==> src/rtl/ch_mem_pkg.sv <==
// Shared sizing and FSM state type for the beam sequencer.
// Widths derive from the tap count and channel count defaults.
package ch_mem_pkg;

    localparam int N_TAPS = 20;
    localparam int N_CH   = 4;
    localparam int L      = 10;

    localparam int TW  = $clog2(N_TAPS);
    localparam int CW  = (N_CH > 1) ? $clog2(N_CH) : 1;
    localparam int TDW = L + 1;
    localparam int SW  = L + 1 + CW;

    typedef enum logic [2:0] {
        IDLE,
        SHIFT,
        SCAN,
        DRAIN,
        DONE
    } state_t;

endpackage

==> src/rtl/ch_delay_table.sv <==
// Per-channel steering delay registers.
// Writes are clamped to the last tap and accepted only while idle.
module ch_delay_table
    import ch_mem_pkg::*;
(
    input  logic          clk_clk,
    input  logic          reset_n,
    input  logic          idle,
    input  logic          cfg_we,
    input  logic [CW-1:0] cfg_ch,
    input  logic [TW-1:0] cfg_delay,
    input  logic [CW-1:0] rd_idx,
    output logic [TW-1:0] rd_delay
);

    logic [TW-1:0] table_q [N_CH];
    logic [TW-1:0] wr_val;
    logic          wr_en;

    assign wr_en  = cfg_we && idle && (int'(cfg_ch) < N_CH);
    assign wr_val = (int'(cfg_delay) >= N_TAPS) ? TW'(N_TAPS - 1)
                                                : cfg_delay;

    always_ff @(posedge clk_clk) begin
        if (!reset_n) begin
            for (int i = 0; i < N_CH; i++) begin
                table_q[i] <= '0;
            end
        end else if (wr_en) begin
            table_q[cfg_ch] <= wr_val;
        end
    end

    assign rd_delay = (int'(rd_idx) < N_CH) ? table_q[rd_idx] : '0;

endmodule

==> src/rtl/ch_mem_beam_seq.sv <==
// Delay-and-sum sequencer: shifts every delay line once per sample,
// then reads one steered tap per channel and sums them into a beam sample.
module ch_mem_beam_seq
    import ch_mem_pkg::*;
(
    input  logic           clk_clk,
    input  logic           reset_n,
    input  logic           sample_valid,
    output logic           sample_ready,
    output logic           overrun,
    input  logic           cfg_we,
    input  logic [CW-1:0]  cfg_ch,
    input  logic [TW-1:0]  cfg_delay,
    output logic           cfg_busy,
    output logic           shift_en,
    output logic [CW-1:0]  rd_ch,
    output logic [TW-1:0]  rd_tap,
    output logic           rd_valid,
    input  logic [TDW-1:0] tap_data,
    output logic [SW-1:0]  beam_sum,
    output logic           beam_valid
);

    state_t        state;
    logic          tap_pend;
    logic [SW-1:0] acc;
    logic [SW-1:0] acc_next;
    logic [SW-1:0] tap_ext;
    logic [CW-1:0] next_ch;
    logic [TW-1:0] next_tap;

    assign sample_ready = (state == IDLE);
    assign cfg_busy     = (state != IDLE);

    // Table is read one cycle ahead so rd_tap can be registered with rd_ch.
    assign next_ch = (state == SCAN) ? rd_ch + CW'(1) : '0;

    ch_delay_table u_table (
        .clk_clk   (clk_clk),
        .reset_n   (reset_n),
        .idle      (sample_ready),
        .cfg_we    (cfg_we),
        .cfg_ch    (cfg_ch),
        .cfg_delay (cfg_delay),
        .rd_idx    (next_ch),
        .rd_delay  (next_tap)
    );

    assign tap_ext  = {{CW{tap_data[TDW-1]}}, tap_data};
    assign acc_next = tap_pend ? acc + tap_ext : acc;

    always_ff @(posedge clk_clk) begin
        if (!reset_n) begin
            state      <= IDLE;
            shift_en   <= 1'b0;
            rd_valid   <= 1'b0;
            rd_ch      <= '0;
            rd_tap     <= '0;
            tap_pend   <= 1'b0;
            acc        <= '0;
            beam_sum   <= '0;
            beam_valid <= 1'b0;
            overrun    <= 1'b0;
        end else begin
            shift_en   <= 1'b0;
            beam_valid <= 1'b0;
            tap_pend   <= rd_valid;
            acc        <= acc_next;
            if (sample_valid && !sample_ready) begin
                overrun <= 1'b1;
            end
            unique case (state)
                IDLE: begin
                    if (sample_valid) begin
                        state    <= SHIFT;
                        shift_en <= 1'b1;
                        acc      <= '0;
                    end
                end
                SHIFT: begin
                    state    <= SCAN;
                    rd_valid <= 1'b1;
                    rd_ch    <= '0;
                    rd_tap   <= next_tap;
                end
                SCAN: begin
                    if (rd_ch == CW'(N_CH - 1)) begin
                        state    <= DRAIN;
                        rd_valid <= 1'b0;
                    end else begin
                        rd_ch  <= next_ch;
                        rd_tap <= next_tap;
                    end
                end
                DRAIN: begin
                    // Last tap lands this cycle; fold it in directly.
                    state      <= DONE;
                    beam_sum   <= acc_next;
                    beam_valid <= 1'b1;
                end
                DONE: begin
                    state <= IDLE;
                end
                default: begin
                    state <= IDLE;
                end
            endcase
        end
    end

endmodule
==> config.mk <==
export PLATFORM = sky130hd
export DESIGN_NAME = ch_mem_beam_seq
export DESIGN_NICKNAME = d
export VERILOG_FILES = /design/src/rtl/ch_mem_pkg.sv /design/src/rtl/ch_delay_table.sv /design/src/rtl/ch_mem_beam_seq.sv
export SDC_FILE = /design/constraint.sdc
export NUM_CORES = 1
export LEC_CHECK = 0
export ABC_AREA = 1
export CAP_MARGIN = 20
export CORE_UTILIZATION = 54
export CTS_CLUSTER_SIZE = 25
export DETAILED_ROUTE_END_ITERATION = 8
export GPL_TIMING_DRIVEN = 0
export HOLD_SLACK_MARGIN = 0.06
export PLACE_DENSITY = 0.8
export SLEW_MARGIN = 20
export SYNTH_ARGS = -nofsm -noshare
export SYNTH_HDL_FRONTEND = slang
export SYNTH_HIERARCHICAL = 1
export SYNTH_SLANG_ARGS = --single-unit
==> constraint.sdc <==
create_clock -name clk_clk -period 2.2 [get_ports clk_clk]
set_input_delay 0.33 -clock clk_clk [delete_from_list [all_inputs] [get_ports clk_clk]]
set_output_delay 0.33 -clock clk_clk [all_outputs]
set_load 0.02 [all_outputs]
==> key figures <==
Routing
  – Wire per inst: 11.8 um
  – Drt first-iter violations: 99
  – Routed Antenna Nets: 0
  – Vias: 2,846
  – 1st-pass router iterations: 4
  – Final WL: 6750 um
  – Drt via density: 4.98
  – Detailed-route DRC error count: 0

Floorplanning
  – Die Wd: approximately 80 um
  – Die Area: 0.00628 mm^2
  – Initial Util: 57.1%
  – Core Region: 0.00564 mm^2
  – Ports: 48
  – Num rows: 27
  – Die H: 79.3 um

Pwr
  – Post-route total power: 2.51 mW
  – Internal Power: 1.82 mW
  – Leakage power: 1.85 nW
  – Net Sw Frac: 27.5%
  – PD cells: 631 mW/mm^2
  – Worst vdd ir: 0.565 mV
  – Reg power frac: 49.5%
  – Combinational share of power: about 16%
  – Clock power share: 34.5%
  – P_sw: 0.690 mW

Yosys
  – Synth Instances: 437
  – Post-synth ARST share: 0%
  – Post-synth top cells: 108 x nand2_1, 72 x nor2_1, 69 x inv_1, 41 x dfxtp_1, 26 x nand3_1
  – Primary FF master, synth: dfxtp_1
  – Syn. warnings: 6
  – Post-synth net total: 473
  – Largest cells by area after synthesis: dfxtp_1 25%, edfxtp_1 19%, nand2_1 13%, nor2_1 8.4%, inv_1 8.0%
  – Mapped Area: 0.00322 mm^2
  – Yosys top cell by area: dfxtp_1
  – EDFF count, synth: 20
  – Synthesized flop and latch total: 61
  – Share of the synthesized area in the top cell type: 25.5%
  – Count leader, synth: nand2_1
  – Sequential share of the synthesized area: between 40 and 50%
  – Netlist cell types: 31
  – Avg Cell Area, Syn: approximately 7.4 um^2

Placed design
  – Routability cong.: between 0.8 and 0.9
  – Dpl cells: 556
  – Pre-CTS WS: -0.277 ns
  – Count of input and output buffers: 47
  – Placed cell area: ~0.0038 mm^2
  – Hpwl dp: 5280 um

Global routing
  – Global-route wire length before repair: 11,200 um
  – Initial antenna violation count: 0
  – Largest net degree at the start of global routing: 12
  – GRT overflow: 0
  – Total track usage: 23.3%
  – Vias in the first global route: 2,655

Timing
  – Tmin final: 2.05 ns
  – Max Fclk: 487 MHz
  – Final period util: 93.4%
  – RSZ-0062 raised after global routing: false
  – Hold Fails Final Rpt: 0
  – Rel. slew slack: 51.1%
  – Max Slew Vio Count: 0
  – Slew @ Worst Pin: approximately 0.73 ns
  – Setup violators final: 0
  – Setup WS post-layout: roughly 0.15 ns
  – TNS Setup: 0 ns
  – Clock skew after layout: ~0.0097 ns
  – Hold_ws: between 0.4 and 0.5 ns

Critical path
  – Critical Path, Cell by Cell: nor2_1 > inv_1 > nor2_1 > clkdlybuf4s50_1
  – Largest delay share family, worst path: buffers and inverters
  – Max FO, Critical Path: 4
  – CP peak stage delay: 0.66 ns
  – Crit path top cell by count: nor2_1
  – Worst Path Required: 1.87 ns
  – Buffers & Inverters on Critical Path: 2
  – Slowest CP cell: clkdlybuf4s50_1
  – Worst Setup End Kind: output port
  – Crit path launch type: register
  – CP Class: reg2out
  – Worst EP arrival: ~1.7 ns

Finish
  – Layout cell share with drive strength beyond 1: 7.80%
  – Synth-to-Final Area Change: 23.1%
  – Final Net Count: ~530
  – Fin cells: 572
  – Final Core Density: roughly 70%
  – Fill cells: 483
  – Inserted Diodes: 0
  – Design area: slightly below 0.004 mm^2

Min path
  – Hold WC Path Type: reg2reg

CTS
  – Max clock buf depth: 2
  – Root Driver: clkbuf_8
  – TritonCTS clock tree: built
  – Worst skew pair latency: 0.34 ns
  – Number of buffers created by CTS: 9
  – H-tree Lvls: 3
  – Clk sink count: 61
  – Post-cts hold buffer count: 0
  – Setup Fix Bufs, Post-CTS: 0
  – CTS clk-pin slew, worst paths: 0.06 ns

Run
  – Max cap viols: 0

Run status
  – Run status: finished, final reports clean
[area by class of cell]
| type | count | area, um^2 | share of cell area, % |
|---|---|---|---|
| clock buffers | 12 | 145 | 3.66 |
| repair buffers | 47 | 470 | 11.9 |
| plain buffers | 9 | 45.0 | 1.13 |
| flip-flops and latches | 61 | 1420 | 35.8 |
| inverters | 75 | 284 | 7.16 |
| clock inverters | 4 | 23.8 | 0.599 |
| multi-input cells | 292 | 1490 | 37.5 |
| well taps | 72 | 90.1 | 2.27 |
[repair_timing]
item                                    CTS  global route
endpoints found under the setup margin    0             4
gates resized for setup                   0             4
endpoints found under the hold margin     0             0
[final timing paths]
| kind | from | to | slack, ns | cells past startpoint |
|---|---|---|---|---|
| worst max-delay path | state[0]$_SDFFE_PN0P_ | sample_ready | 0.15 | 4 |
| worst min-delay path | rd_valid$_SDFFE_PN0P_ | tap_pend$_SDFF_PN0_ | 0.46 | 2 |
| worst max register to register | acc[0]$_SDFF_PN0_ | beam_sum[6]$_SDFFE_PN0P_ | 0.32 | 13 |
| worst min register to register | rd_valid$_SDFFE_PN0P_ | tap_pend$_SDFF_PN0_ | 0.46 | 2 |
[worst register-to-register path, delay by kind of cell (launching register included)]
kind	cells	cell delay (ns)
and+or+nand+nor	7	0.59
DFF	1	0.34
xor gates and xnor gates	1	0.15
adders and majority gates	2	0.56
buffers and inverters	3	0.19
[flip-flops by register name, indices dropped and copies added (netlist names)]
name             count
acc                 13
beam_sum            13
beam_valid           1
overrun              1
rd_ch                2
rd_tap               5
rd_valid             1
shift_en             1
state                3
tap_pend             1
u_table/table_q     20
[kinds of logic after synthesis]
kind of cell	after synthesis	synth area share, %
AND/OR/NAND/NOR	224	29.9
buffers and inverters	84	10.2
flip-flops	61	44.1
AO/OA/AOI/OAI	47	8.23
adder cells (fa/ha/maj)	14	5.67
XOR/XNOR	6	1.63
multiplexers	1	0.311
[power groups by stage]
stage          Clock, mW  Combinational, mW  Sequential, mW
2_1_floorplan          0              0.222            1.29
3_3_place_gp           0              0.391            1.26
3_5_place_dp           0              0.398            1.26
4_1_cts            0.881              0.400            1.24
5_1_grt            0.933              0.446            1.24
6_report           0.865              0.402            1.24
[cells in the final DEF, fill, tap and decap left out, drive strengths merged, types with 5 or more instances in the layout]
master,Yosys,final
nand2,113,113
nor2,74,74
inv,73,74
clkdlybuf4s50,0,47
dfxtp,41,41
nand3,29,29
edfxtp,20,20
a21oi,19,19
o21ai,16,16
clkbuf,2,14
ha,13,13
o211ai,11,11
buf,7,7
nand4,5,5
[per-layer routing]
layer | part of all wire, % | global-route usage (%) | vias to the layer above
met4 | 2.0 | 9.82 | 0
met1 | 45 | 27.5 | 1274
li1 | - | - | 1492
met3 | 3.6 | 5.40 | 15
met5 | 0 | 0 | -
met2 | 49 | 40.5 | 65
(Power assumes the default switching activity.)
